`src/rtl/rgb_pwm_driver.sv`:
```
// rgb_pwm_driver: 24-bit {R,G,B} colour word to three registered PWM outputs.
// Colours are double-buffered (pending -> active) and applied only at a
// PWM period boundary, so a period never shows a torn colour.
// Optional: define RGB_PWM_FADE_EN to step each active channel by 1 toward
// pending at every boundary instead of jumping straight to it.
// Ports:
//   clk            system clock
//   rst            synchronous active-high reset
//   enable         1 runs the PWM, 0 forces outputs low and clears counters
//   light[23:0]    colour word {R,G,B}
//   load           one-cycle strobe, captures light into pending
//   pwm_r/g/b      registered PWM outputs
//   period_start   registered one-cycle pulse at the start of each period
//   update_pending 1 while a loaded colour is not yet fully applied
module rgb_pwm_driver #(
  parameter int PRESCALE = 4
) (
  input  logic        clk,
  input  logic        rst,
  input  logic        enable,
  input  logic [23:0] light,
  input  logic        load,
  output logic        pwm_r,
  output logic        pwm_g,
  output logic        pwm_b,
  output logic        period_start,
  output logic        update_pending
);

  localparam int PW = (PRESCALE > 1) ? $clog2(PRESCALE) : 1;
  localparam logic [PW-1:0] PRE_LAST = PW'(PRESCALE - 1);

  logic [PW-1:0] r_pre;
  logic [7:0]    r_cnt;
  logic [23:0]   r_pending;
  logic [23:0]   r_active;
  logic          r_en_d;
  logic          r_upd;

  logic          w_tick;
  logic          w_bnd;
  logic [23:0]   w_next;
  logic          w_diff;

  assign w_tick = (r_pre == PRE_LAST) && enable;
  assign w_bnd  = w_tick && (r_cnt == 8'd254);

  assign update_pending = r_upd;

`ifdef RGB_PWM_FADE_EN
  function automatic logic [7:0] step8(
    input logic [7:0] cur,
    input logic [7:0] tgt
  );
    logic [7:0] res;
    res = cur;
    if (cur < tgt)
      res = cur + 8'd1;
    else if (cur > tgt)
      res = cur - 8'd1;
    return res;
  endfunction

  always_comb begin
    w_next = {step8(r_active[23:16], r_pending[23:16]),
              step8(r_active[15:8],  r_pending[15:8]),
              step8(r_active[7:0],   r_pending[7:0])};
    // Still fading if any channel has not reached its target yet.
    w_diff = (w_next != r_pending);
  end
`else
  always_comb begin
    w_next = r_pending;
    w_diff = 1'b0;
  end
`endif

  always_ff @(posedge clk) begin
    if (rst) begin
      r_pre        <= '0;
      r_cnt        <= '0;
      r_pending    <= '0;
      r_active     <= '0;
      r_en_d       <= 1'b0;
      r_upd        <= 1'b0;
      pwm_r        <= 1'b0;
      pwm_g        <= 1'b0;
      pwm_b        <= 1'b0;
      period_start <= 1'b0;
    end else if (!enable) begin
      r_pre        <= '0;
      r_cnt        <= '0;
      r_active     <= r_pending;
      r_en_d       <= 1'b0;
      r_upd        <= 1'b0;
      pwm_r        <= 1'b0;
      pwm_g        <= 1'b0;
      pwm_b        <= 1'b0;
      period_start <= 1'b0;
      if (load)
        r_pending <= light;
    end else begin
      r_en_d <= 1'b1;
      r_pre  <= w_tick ? '0 : r_pre + PW'(1);
      if (w_tick)
        r_cnt <= (r_cnt == 8'd254) ? 8'd0 : r_cnt + 8'd1;
      pwm_r <= (r_cnt < r_active[23:16]);
      pwm_g <= (r_cnt < r_active[15:8]);
      pwm_b <= (r_cnt < r_active[7:0]);
      // First enabled cycle after a disabled one also starts a period.
      period_start <= w_bnd || !r_en_d;
      if (w_bnd) begin
        r_active <= w_next;
        r_upd    <= load || w_diff;
      end else if (load) begin
        r_upd <= 1'b1;
      end
      if (load)
        r_pending <= light;
    end
  end

endmodule

```
`config.mk`:
```
export PLATFORM = sky130hd
export DESIGN_NAME = rgb_pwm_driver
export DESIGN_NICKNAME = d
export VERILOG_FILES = /design/src/rtl/rgb_pwm_driver.sv
export SDC_FILE = /design/constraint.sdc
export NUM_CORES = 1
export LEC_CHECK = 0
export BUFFER_PORTS_ARGS = -buffer_cell sky130_fd_sc_hd__buf_2
export CORE_AREA = 2 2 77 79
export CTS_CLUSTER_SIZE = 10
export DETAILED_ROUTE_END_ITERATION = 7
export DIE_AREA = 0 0 79 81
export PLACE_DENSITY = 0.75
export SLEW_MARGIN = 0
export SYNTH_ARGS = -nofsm -noshare
export SYNTH_HDL_FRONTEND = slang
export SYNTH_SLANG_ARGS = --single-unit
```
`constraint.sdc`:
```
create_clock -name clk -period 3.25 [get_ports clk]
set_input_delay 0.8125 -clock clk [delete_from_list [all_inputs] [get_ports clk]]
set_output_delay 0.8125 -clock clk [all_outputs]
set_load 0.005 [all_outputs]
```
-- Word level (Yosys, flattened, before mapping)
Index checks and enable logic that the tools add are counted.
- bits in registers: 64
- bits of input ports: 28
- output and inout port bits: 5
- add/sub/neg operators: 2
- $lt $le $gt $ge: 3
- equal/unequal tests: 3
- mux-type cells: 6
- bitwise gates (word level): 1
- reduce and logical (&&, ||, !) cells: 7
- operators with widths (cell ; count):
    2-to-1 mux 24 bit ; 2
    less-than comparator 8 bit ; 3
    adder 8 x 1 -> 8 bit (second input constant) ; 1
    == test 8 bit (second input constant) ; 1
    2-to-1 mux 8 bit ; 1
    2-to-1 mux 1 bit ; 3
    OR reduction 3 bit ; 1
    adder 2 x 1 -> 2 bit (second input constant) ; 1
    == test 2 bit (second input constant) ; 1
    logical AND 1 bit ; 2
    != test 2 x 1 -> 1 bit (second input constant) ; 1
    nonzero test 2 bit ; 1
    OR reduction 2 bit ; 1
    zero test 1 bit ; 1
    logical OR 1 bit ; 1
    NOT 1 bit ; 1

-- Logic depth before layout (Yosys ltp)
Gate-level depths: netlist of the first run.
- word-level depth: 5
- gate-level depth with buffers: 7

-- Worst setup path after synthesis of the first run
OpenSTA, ideal clock, no wires.
- kind: in2reg
- from: input port rst
- to: register r_pending[10]
- setup time: 0.128 ns
- arrival: 1.622 ns
- required time: 3.122 ns
- path slack: 1.501 ns
- stages on the path: 4
- buffers on the path: 3
- path through: clkbuf_1 -> clkbuf_1 -> clkbuf_1 -> nor2_1
- RTL lines (what ; RTL line ; source):
    from (decl) ; 19 ; input logic rst,
    to (signal assigned) ; 101 ; r_pending <= light;
    to (signal assigned) ; 119 ; r_pending <= light;
    to (decl) ; 35 ; logic [23:0] r_pending;
No word-level cell between the ends.

-- Final worst setup path of the first run
- from: register r_cnt[0]
- to: register r_active[15]
- longest elaborated chain between the ends: 3
- ends and longest elaborated chain (what ; RTL line ; source):
    from (decl) ; 34 ; logic [7:0] r_cnt;
    from (signal assigned) ; 106 ; r_cnt <= (r_cnt == 8'd254) ? 8'd0 : r_cnt + 8'd1;
    == test 8 bit ; 46 ; assign w_bnd = w_tick && (r_cnt == 8'd254);
    logical AND 1 bit ; 46 ;
    != test 2 x 1 -> 1 bit (no line) ; - ;
    to (signal assigned) ; 93 ; r_active <= r_pending;
    to (signal assigned) ; 113 ; r_active <= w_next;
    to (decl) ; 36 ; logic [23:0] r_active;
Every way passes these cells.
A chain may end at the register's enable or synchronous reset.

==> metrics, run 1 <==
io pins=33; FMAX=562 MHz; Post-DRT Antenna Nets=0; routed wire length=5220 um; CTS tree=yes; setup bufs post-CTS=0; kind of critical path=reg2reg; slew margin rel.=51.2%; Hold Fails Final Rpt=0; crit-path leading delay family=buffers and inverters; Slew Limit Fails=0; PortBufs=32; largest net degree at the start of global routing=73; synthesized instance count=321; area delta synth->final=11.2%; vias in the first global route=1,989; Final min period=1.78 ns; Ys Warns=0; outcome=completed; Min Hold Slack=0.428 ns; initial antenna violation count=0; maximum clock insertion buffer count=2; max_cap viols=0; post_cts resized=0; Peak VDD IR=317 uV; Hold Crit Class=reg2reg; Largest stage delay, worst path=0.46 ns; HPWL Detailed=3680 um; #FFs+latches synth=64; CP max-delay cell=dfxtp_1; row count=28; H-Tree Depth=3; total gr overflow=0; CP Data Required Time=3.52 ns; DRC Markers=0; Leak=0.00145 uW; CP Cell Sequence=inv_1 > ha_1 > nand3_1 > o31a_1 > buf_4 > mux2i_1; Worst Path Buf+Inv=2; Post-Syn Nets=373; Net count, final=402; Syn Area/Cell=9.64 um^2; Primary FF master, synth=dfxtp_1; clk sinks=64; TritonCTS buffer count=9; post-synthesis cell type count=31; Worst Skew=0.0113 ns; Worst-Margin Slew=0.732 ns; via count=2,166; core area=0.00568 mm^2; Die W=79 um; Placer Congestion=0.873; Post-Syn Area=0.00310 mm^2; die height=81 um; final core occ=60.6%; first-pass GRT wire length=9090 um; crit path launch type=register; final period utilization=54.7%; CTS Root Cell=clkbuf_8; layout cells sized above 1=14.6%; number of diodes=0; DR iter-0 viols=63; First-pass DRT Iterations=4; async set-or-reset flop fraction in the synthesized netlist=0%; die area=0.00640 mm^2; WL/cell=12.1 um; Initial Util=54.5%; setup TNS=0 ns; GRT Resource Usage Total=18.5%; number of flops mapped to enable cells by yosys=0; vias per cell=5.04; unrepaired setup endpoints after global routing=false; clk slew on worst S/H paths=0.07 ns; PwrDens=454 mW/mm^2; Hold-fix buffers, CTS=0; Setup crit end kind=register; # setup viols final=0; Critical Path Fanout Max=24; Arrival @ worst endpoint=2.05 ns; later-pin clock latency in the skew report=0.35 ns; register area share after synthesis=41.4%
final timing paths:
check	from	end	slack (ns)	cells after the start
max	r_cnt[0]	r_active[15]	1.47	6
min	r_en_d	period_start	0.43	1
max reg2reg	r_cnt[0]	r_active[15]	1.47	6
min reg2reg	r_en_d	period_start	0.43	1
synth_stat cells, types with 4 or more instances:
cell | number | area [um^2]
nand2_1 | 9 | 33.8
a2111oi_0 | 4 | 35.0
dfxtp_1 | 64 | 1280
inv_1 | 26 | 97.6
o21ai_0 | 7 | 35.0
ha_1 | 24 | 300
mux2i_1 | 48 | 480
buf_6 | 4 | 45.0
nand2b_1 | 51 | 319
and4_1 | 4 | 35.0
a21oi_1 | 9 | 45.0
clkbuf_1 | 8 | 30.0
o21a_1 | 4 | 30.0
nor2_1 | 29 | 109
registers in the layout, summed over array words and instances, names as in the netlist:
name,count
period_start,1
pwm_b,1
pwm_g,1
pwm_r,1
r_active,24
r_cnt,8
r_en_d,1
r_pending,24
r_pre,2
update_pending,1
layout make-up:
| type | count | area [um^2] |
|---|---|---|
| inverters | 26 | 97.6 |
| multi-input cells | 215 | 1620 |
| well taps | 75 | 93.8 |
| repair buffers | 34 | 175 |
| clock inverters | 5 | 32.5 |
| fillers | 510 | 2230 |
| clock buffers | 11 | 141 |
| flip-flops and latches | 64 | 1280 |
routing by layer:
layer	vias to the layer above	track usage, %	routed length, um
li1	1149	-	-
met4	0	8.62	105
met2	37	26.5	2210
met3	9	6.67	189
met1	971	24.7	2720
met5	-	0	0
power breakdown:
| group | total, uW | internal, uW | switching (uW) | leakage (uW) |
|---|---|---|---|---|
| clock | 594 | 294 | 300 | 0.0000813 |
| combinational | 132 | 68.2 | 64.2 | 0.000843 |
| sequential | 834 | 818 | 16.2 | 0.000524 |
cell families after synthesis:
group	count (synthesis)	synth area share (%)
flops	64	41.4
buf+inv	42	6.31
mux	48	15.5
xor+xnor	2	0.566
fa+ha+maj	24	9.70
compound gates	33	7.15
simple gates	108	19.4
layout by cell type, fill, tap and decap left out, drive strengths merged, types with 7 or more instances in the layout:
cell type	synthesis	layout
clkbuf	8	11
a21oi	9	9
ha	24	24
inv	26	26
o21ai	7	7
nor2	29	29
dfxtp	64	64
nand2b	51	51
buf	8	34
mux2i	48	48
nand2	9	9
per-stage QoR:
| step | setup WS [ns] | std cells | total power (uW) | instance area [um^2] |
|---|---|---|---|---|
| 2_1_floorplan | 1.50 | 321 | 949 | 3100 |
| 3_3_place_gp | 1.29 | 414 | 981 | 3270 |
| 3_5_place_dp | 1.23 | 414 | 986 | 3270 |
| 4_1_cts | 1.45 | 430 | 1580 | 3440 |
| 5_1_grt | 1.33 | 430 | 1640 | 3440 |
| 6_report | 1.47 | 430 | 1560 | 3440 |
Power figures use the tool's default switching activity.
==> inputs of run 2 (changes only) <==
Settings changed: CORE_AREA 2 2 77 79 to 2 2 80 82, DIE_AREA 0 0 79 81 to 0 0 82 84, PLACE_DENSITY 0.75 to 0.73.
Clock period 3.25 ns to 1.45 ns, I/O delays scaled along.
==> run 2 against run 1 <==
The run now ends with negative setup slack left. Critical endpoint is now pwm_r. Maximum frequency up 17%. Clock power rose to 2.9 times the previous value. Largest cell class unchanged. Critical path type unchanged. Largest power group unchanged. Die area up 7.6%.
==> metrics, run 2 (same netlist as run 1, synthesis figures left out) <==
outcome=complete, but fails checks; setup TNS=-0.227 ns (-0.227 ns); CP Data Required Time=1.73 ns (-1.79 ns); Critical Path Fanout Max=4 (-83%); Slew Limit Fails=0 (unchanged); GRT Resource Usage Total=20.9% (+2.4 points); TritonCTS buffer count=9 (unchanged); # setup viols final=13 (+13); unrepaired setup endpoints after global routing=true; H-Tree Depth=3 (unchanged); DR iter-0 viols=121 (+92%); vias in the first global route=2,291 (+15%); area delta synth->final=29.3%; Hold Crit Class=in2reg; Peak VDD IR=713 uV (+120%); total placed instance area=0.00345 mm^2 (+5.5%); final core occ=65.7% (+5.0 points); Worst Skew=0.00992 ns (-0.00138 ns); routed wire length=6940 um (+33%); CTS tree=yes; FMAX=659 MHz (+17%); Initial Util=50.8% (-3.8 points); top flop regs=r_active: 24 flops, r_pending: 24 flops, r_cnt: 8 flops; Die W=82 um (+3.8%); row count=29 (+3.6%); Final min period=1.52 ns (-0.262 ns); most frequent cells in the layout=dfxtp_1, nand2b_1, mux2i_1; Min Hold Slack=0.244 ns (-0.184 ns); maximum clock insertion buffer count=2 (unchanged); max_cap viols=0 (unchanged); later-pin clock latency in the skew report=0.34 ns (about the same); first-pass GRT wire length=10,800 um (+18%); dpl cells=436 (+5.3%); Net count, final=433 (+7.7%); PwrDens=995 mW/mm^2 (+120%); Leak=0.00169 uW (+17%); Post-DRT Antenna Nets=0 (unchanged); kind of critical path=reg2reg; First-pass DRT Iterations=4 (unchanged); io pins=33 (unchanged); initial antenna violation count=0 (unchanged); largest net degree at the start of global routing=73 (unchanged); number of diodes=0 (unchanged); clk sinks=64 (unchanged); Placer Congestion=0.905 (+3.7%); die height=84 um (+3.7%); clk slew on worst S/H paths=0.08 ns (about the same); via count=2,417 (+12%); Arrival @ worst endpoint=1.79 ns (-0.26 ns); fillers=488 (-4.3%); HPWL Detailed=4010 um (+9.0%); violated checks=negative setup slack; vias per cell=5.22 (+3.6%); WL/cell=15.0 um (+24%); core area=0.00610 mm^2 (+7.4%); die area=0.00689 mm^2 (+7.6%); Setup crit end kind=register; CTS Root Cell=clkbuf_8; crit path launch type=register; Finished Cell Area=0.00400 mm^2 (+16%); Setup WS post-layout=-0.0664 ns (-1.54 ns); layout cells sized above 1=29.8% (+15 points); PortBufs=32 (unchanged); most common cell after layout, fill and taps aside=dfxtp_1; non-filler cells, final=463 (+7.7%); Worst-Margin Slew=0.549 ns (-0.183 ns); Hold Fails Final Rpt=0 (unchanged); total gr overflow=0 (unchanged); final period utilization=105% (+50 points); slew margin rel.=63.4% (+12 points); DRC Markers=0 (unchanged)
[run 2: changes by cell type in the layout (fill, tap and decap cells not counted), sizes merged]
cell	before	now
buf	34	65
bufinv	0	2
clkbuf	11	10
clkinvlp	3	2
[run 2: final timing paths]
| kind | start | to | slack, ns | cells past startpoint |
|---|---|---|---|---|
| worst min-delay path | light[4] | r_pending[4] | 0.24 | 3 |
| worst max-delay path | r_cnt[2] | pwm_r | -0.07 | 5 |
| worst min register to register | r_en_d | period_start | 0.41 | 1 |
| worst max register to register | r_cnt[2] | pwm_r | -0.07 | 5 |
[run 2: timing repair]
item / CTS / global route
cloned: 2 / 0
setup endpoints to repair: 30 / 32
hold buffers: 0 / 0
pin swaps: 4 / 3
resized for setup: 29 / 19
setup buffers: 5 / 4
[run 2: layout make-up]
type	instances	area, um^2	share of cell area, %
Inverter	26	97.6	2.44
Timing Repair Buffer	65	484	12.1
Clock buffer	10	138	3.44
Multi-Input combinational cell	215	1790	44.8
Sequential cell	64	1300	32.5
Clock inverter	6	92.6	2.31
Tap cell	77	96.3	2.41
[run 2: power breakdown]
group | switching (uW) | leakage, uW | internal [uW] | total [uW]
sequential | 38.7 | 0.000529 | 1830 | 1870
combinational | 178 | 0.00105 | 203 | 381
clock | 715 | 0.000109 | 1020 | 1730
total | 932 | 0.00169 | 3050 | 3980
[run 2: worst max-delay path, cell delays in order, from the launching register on]
cell,delay (ns)
dfxtp_1,0.44
buf_4,0.20
ha_1,0.26
o21a_1,0.19
o21ai_0,0.21
o21a_1,0.16
[run 2: metal layers]
| metal | up-vias | GRT usage (%) | share of wire (%) | wire, um |
|---|---|---|---|---|
| li1 | 1204 | - | - | - |
| met1 | 1134 | 25.9 | 42 | 2930 |
| met2 | 64 | 32.3 | 50 | 3440 |
| met3 | 15 | 7.68 | 5.6 | 388 |
| met4 | 0 | 8.64 | 2.7 | 187 |
| met5 | - | 0 | 0 | 0 |
[run 2: per-stage QoR]
step | setup slack (ns) | power, uW
2_1_floorplan | -0.0189 | 2130
3_3_place_gp | -0.143 | 2220
3_5_place_dp | -0.102 | 2240
4_1_cts | -0.00170 | 3980
5_1_grt | -0.0976 | 4140
6_report | -0.0664 | 3980
==> inputs of run 3 (changes only) <==
Settings changed: ABC_AREA from default to 1, CAP_MARGIN from default to 20, PLACE_DENSITY 0.73 to 0.74, REMOVE_ABC_BUFFERS from default to 1.
==> run 3 against run 2 <==
Worst setup slack improved by 0.14 ns. Critical path type unchanged. Critical path depth is 3 higher. Synthesized cell count increased by 27%. Maximum frequency increased by 9.9%. Sequential power about the same. Largest power group unchanged. First-iteration DRC count rose by 50%. The flow now finishes without violations. Final cell count increased by 14%. Design area decreased by 7.7%.
==> metrics, run 3 <==
outcome=completed; Finished Cell Area=0.00370 mm^2 (-7.7%); TritonCTS buffer count=9 (unchanged); DRC Markers=0 (unchanged); Final min period=1.38 ns (-0.136 ns); Setup crit end kind=register; slew margin rel.=64.8% (+1.4 points); initial antenna violation count=0 (unchanged); CTS tree=yes; H-Tree Depth=3 (unchanged); routed wire length=6390 um (-8.0%); FMAX=725 MHz (+9.9%); Switch Pwr=948 uW (+1.7%); io pins=33 (unchanged); met3 wire len=173 um (-55%); clock network power share=41.9% (-1.7 points); Net count, final=498 (+15%); layout cells sized above 1=23.3% (-6.5 points); Worst Path Buf+Inv=2 (+1); die area=0.00689 mm^2 (unchanged); First-pass DRT Iterations=4 (unchanged); Initial Util=51.2% (+0.41 points); CTS Root Cell=clkbuf_8; clk sinks=64 (unchanged); first-pass GRT wire length=11,200 um (+4.1%); most frequent cells in the layout=nor2_1, nand2_1, dfxtp_1; via count=2,614 (+8.2%); largest net degree at the start of global routing=37 (-49%); fillers=523 (+7.2%); unrepaired setup endpoints after global routing=false; Hold Crit Depth=3 (unchanged); internal power=3050 uW (about the same); Largest stage delay, worst path=0.34 ns (-0.10 ns); clk slew on worst S/H paths=0.07 ns (about the same); GRT Resource Usage Total=20.8% (-0.12 points); synthesized instance count=408 (+27%); Hold Fails Final Rpt=0 (unchanged); Synth top area share=41.1% (-0.33 points); setup TNS=0 ns (+0.227 ns); # setup viols final=0 (-13); Post-synth top cells=nor2_1, nand2_1, dfxtp_1, inv_1, a21oi_1; CP Data Required Time=1.68 ns (-0.05 ns); PortBufs=32 (unchanged); number of flops mapped to enable cells by yosys=0 (unchanged); async set-or-reset flop fraction in the synthesized netlist=0% (unchanged); Worst-Margin Slew=0.528 ns (-0.0212 ns); CP Cell Sequence=inv_2 > ha_2 > nand3_4 > nor2_4 > nand2_4 > buf_12 > a21oi_2 > nor2_2; Placer Congestion=0.859 (-5.0%); die height=84 um (unchanged); Critical Path Fanout Max=9 (+5); power share of the combinational group=10.5% (+0.9 points); Leak=0.00182 uW (+7.6%); Die W=82 um (unchanged); total placed instance area=0.00339 mm^2 (-1.6%); Syn Area/Cell=7.65 um^2 (-21%); largest cells by area after synthesis=dfxtp_1, nor2_1, ha_1; Crit path depth=8 (+3); area delta synth->final=18.4%; core area=0.00610 mm^2 (unchanged); Post-DRT Antenna Nets=0 (unchanged); Hold Crit Class=in2reg; Arrival @ worst endpoint=1.61 ns (-0.18 ns); crit-path leading delay family=simple AND/OR/NAND/NOR gates; Peak VDD IR=708 uV (-0.65%); vias in the first global route=2,579 (+13%); Ys Warns=0 (unchanged); #FFs+latches synth=64 (unchanged); WL/cell=12.1 um (-19%); maximum clock insertion buffer count=2 (unchanged); met2 wire len=3100 um (-9.9%); later-pin clock latency in the skew report=0.34 ns (about the same); final period utilization=95.2% (-9.4 points); wl on met1=2990 um (+2.2%); max_cap viols=0 (unchanged); PwrDens=1080 mW/mm^2 (+8.8%); most common cell in the netlist=nor2_1; Highest Signal Layer=met4; Primary FF master, synth=dfxtp_1; cell accounting for the most synthesized area=dfxtp_1; switch share=23.7% (+0.30 points); Hold-fix buffers, CTS=0 (unchanged); sequential cell fraction of total power=47.6% (+0.7 points); row count=29 (unchanged); kind of critical path=reg2reg; DR iter-0 viols=182 (+50%); number of diodes=0 (unchanged); FF-to-FF path depth=8 (+3); register area share after synthesis=41.1% (-0.33 points); crit path launch type=register; Post-Syn Area=0.00312 mm^2 (+0.81%); setup bufs post-CTS=0 (-5); Worst Skew=0.00696 ns (-0.00297 ns); vias per cell=4.95 (-5.2%); HPWL Detailed=4190 um (+4.4%); Slew Limit Fails=0 (unchanged); CP max-delay cell=dfxtp_2; most common cell after layout, fill and taps aside=nor2_1; post-synthesis cell type count=27 (-13%); total gr overflow=0 (unchanged); Min Hold Slack=0.245 ns (+0.000236 ns); top flop regs=r_active: 24 flops, r_pending: 24 flops, r_cnt: 8 flops
-- run 3: final timing paths --
check                           startpoint           end  slack, ns
worst max-delay path              r_cnt[0]   r_active[9]       0.07
worst min-delay path              light[7]  r_pending[7]       0.24
worst max register to register    r_cnt[0]   r_active[9]       0.07
worst min register to register      r_en_d  period_start       0.40
-- run 3: cells by family (layout without fill, tap and decap cells) --
logic type,Yosys count,after routing,share of synthesized area [%]
AO/OA/AOI/OAI,65,65,10.7
XOR/XNOR,3,3,0.842
adder cells (fa/ha/maj),24,24,9.62
buffers and inverters,62,105,9.14
flip-flops,64,64,41.1
AND/OR/NAND/NOR,190,190,28.6
-- run 3: routing by layer --
layer,vias to the layer above,track usage [%]
met2,32,34.7
met3,11,3.25
li1,1383,-
met4,0,8.48
met5,-,0
met1,1188,26.1
-- run 3: stage by stage --
stage	instances	utilization [%]	setup slack, ns	power (uW)
after global routing	528	60.6	0.00576	4190
after floorplan	388	-	-0.273	2190
after CTS	527	59.2	0.00942	4010
final	528	60.6	0.0699	4000
after global placement	511	55.6	0.0777	2330
after detailed placement	511	55.6	0.0446	2350
-- run 3: repair_timing --
item | in CTS | in global routing
setup endpoints to repair | 1 | 31
pin swaps | 0 | 0
cloned | 0 | 1
resized for setup | 1 | 19
-- run 3: cell type report --
class / count / area (um^2) / share of cell area, %
Clock buffer: 13 / 149 / 4.03
Multi-Input combinational cell: 282 / 1620 / 43.7
Inverter: 42 / 158 / 4.27
Sequential cell: 64 / 1280 / 34.8
Timing Repair Buffer: 47 / 328 / 8.87
Clock inverter: 3 / 65.1 / 1.76
Tap cell: 77 / 96.3 / 2.61
-- run 3: power groups by stage --
stage	combinational [uW]	sequential [uW]	clock (uW)
after floorplan	259	1930	0
after global placement	393	1930	0
after detailed placement	408	1940	0
after CTS	412	1900	1700
after global routing	492	1910	1780
final	420	1900	1680
-- run 3: worst reg2reg max path, cell delays in order (launching register included) --
cell and delay, ns:
dfxtp_2 0.34, inv_2 0.06, ha_2 0.19, nand3_4 0.09
nor2_4 0.12, nand2_4 0.11, buf_12 0.16, a21oi_2 0.16
nor2_2 0.06
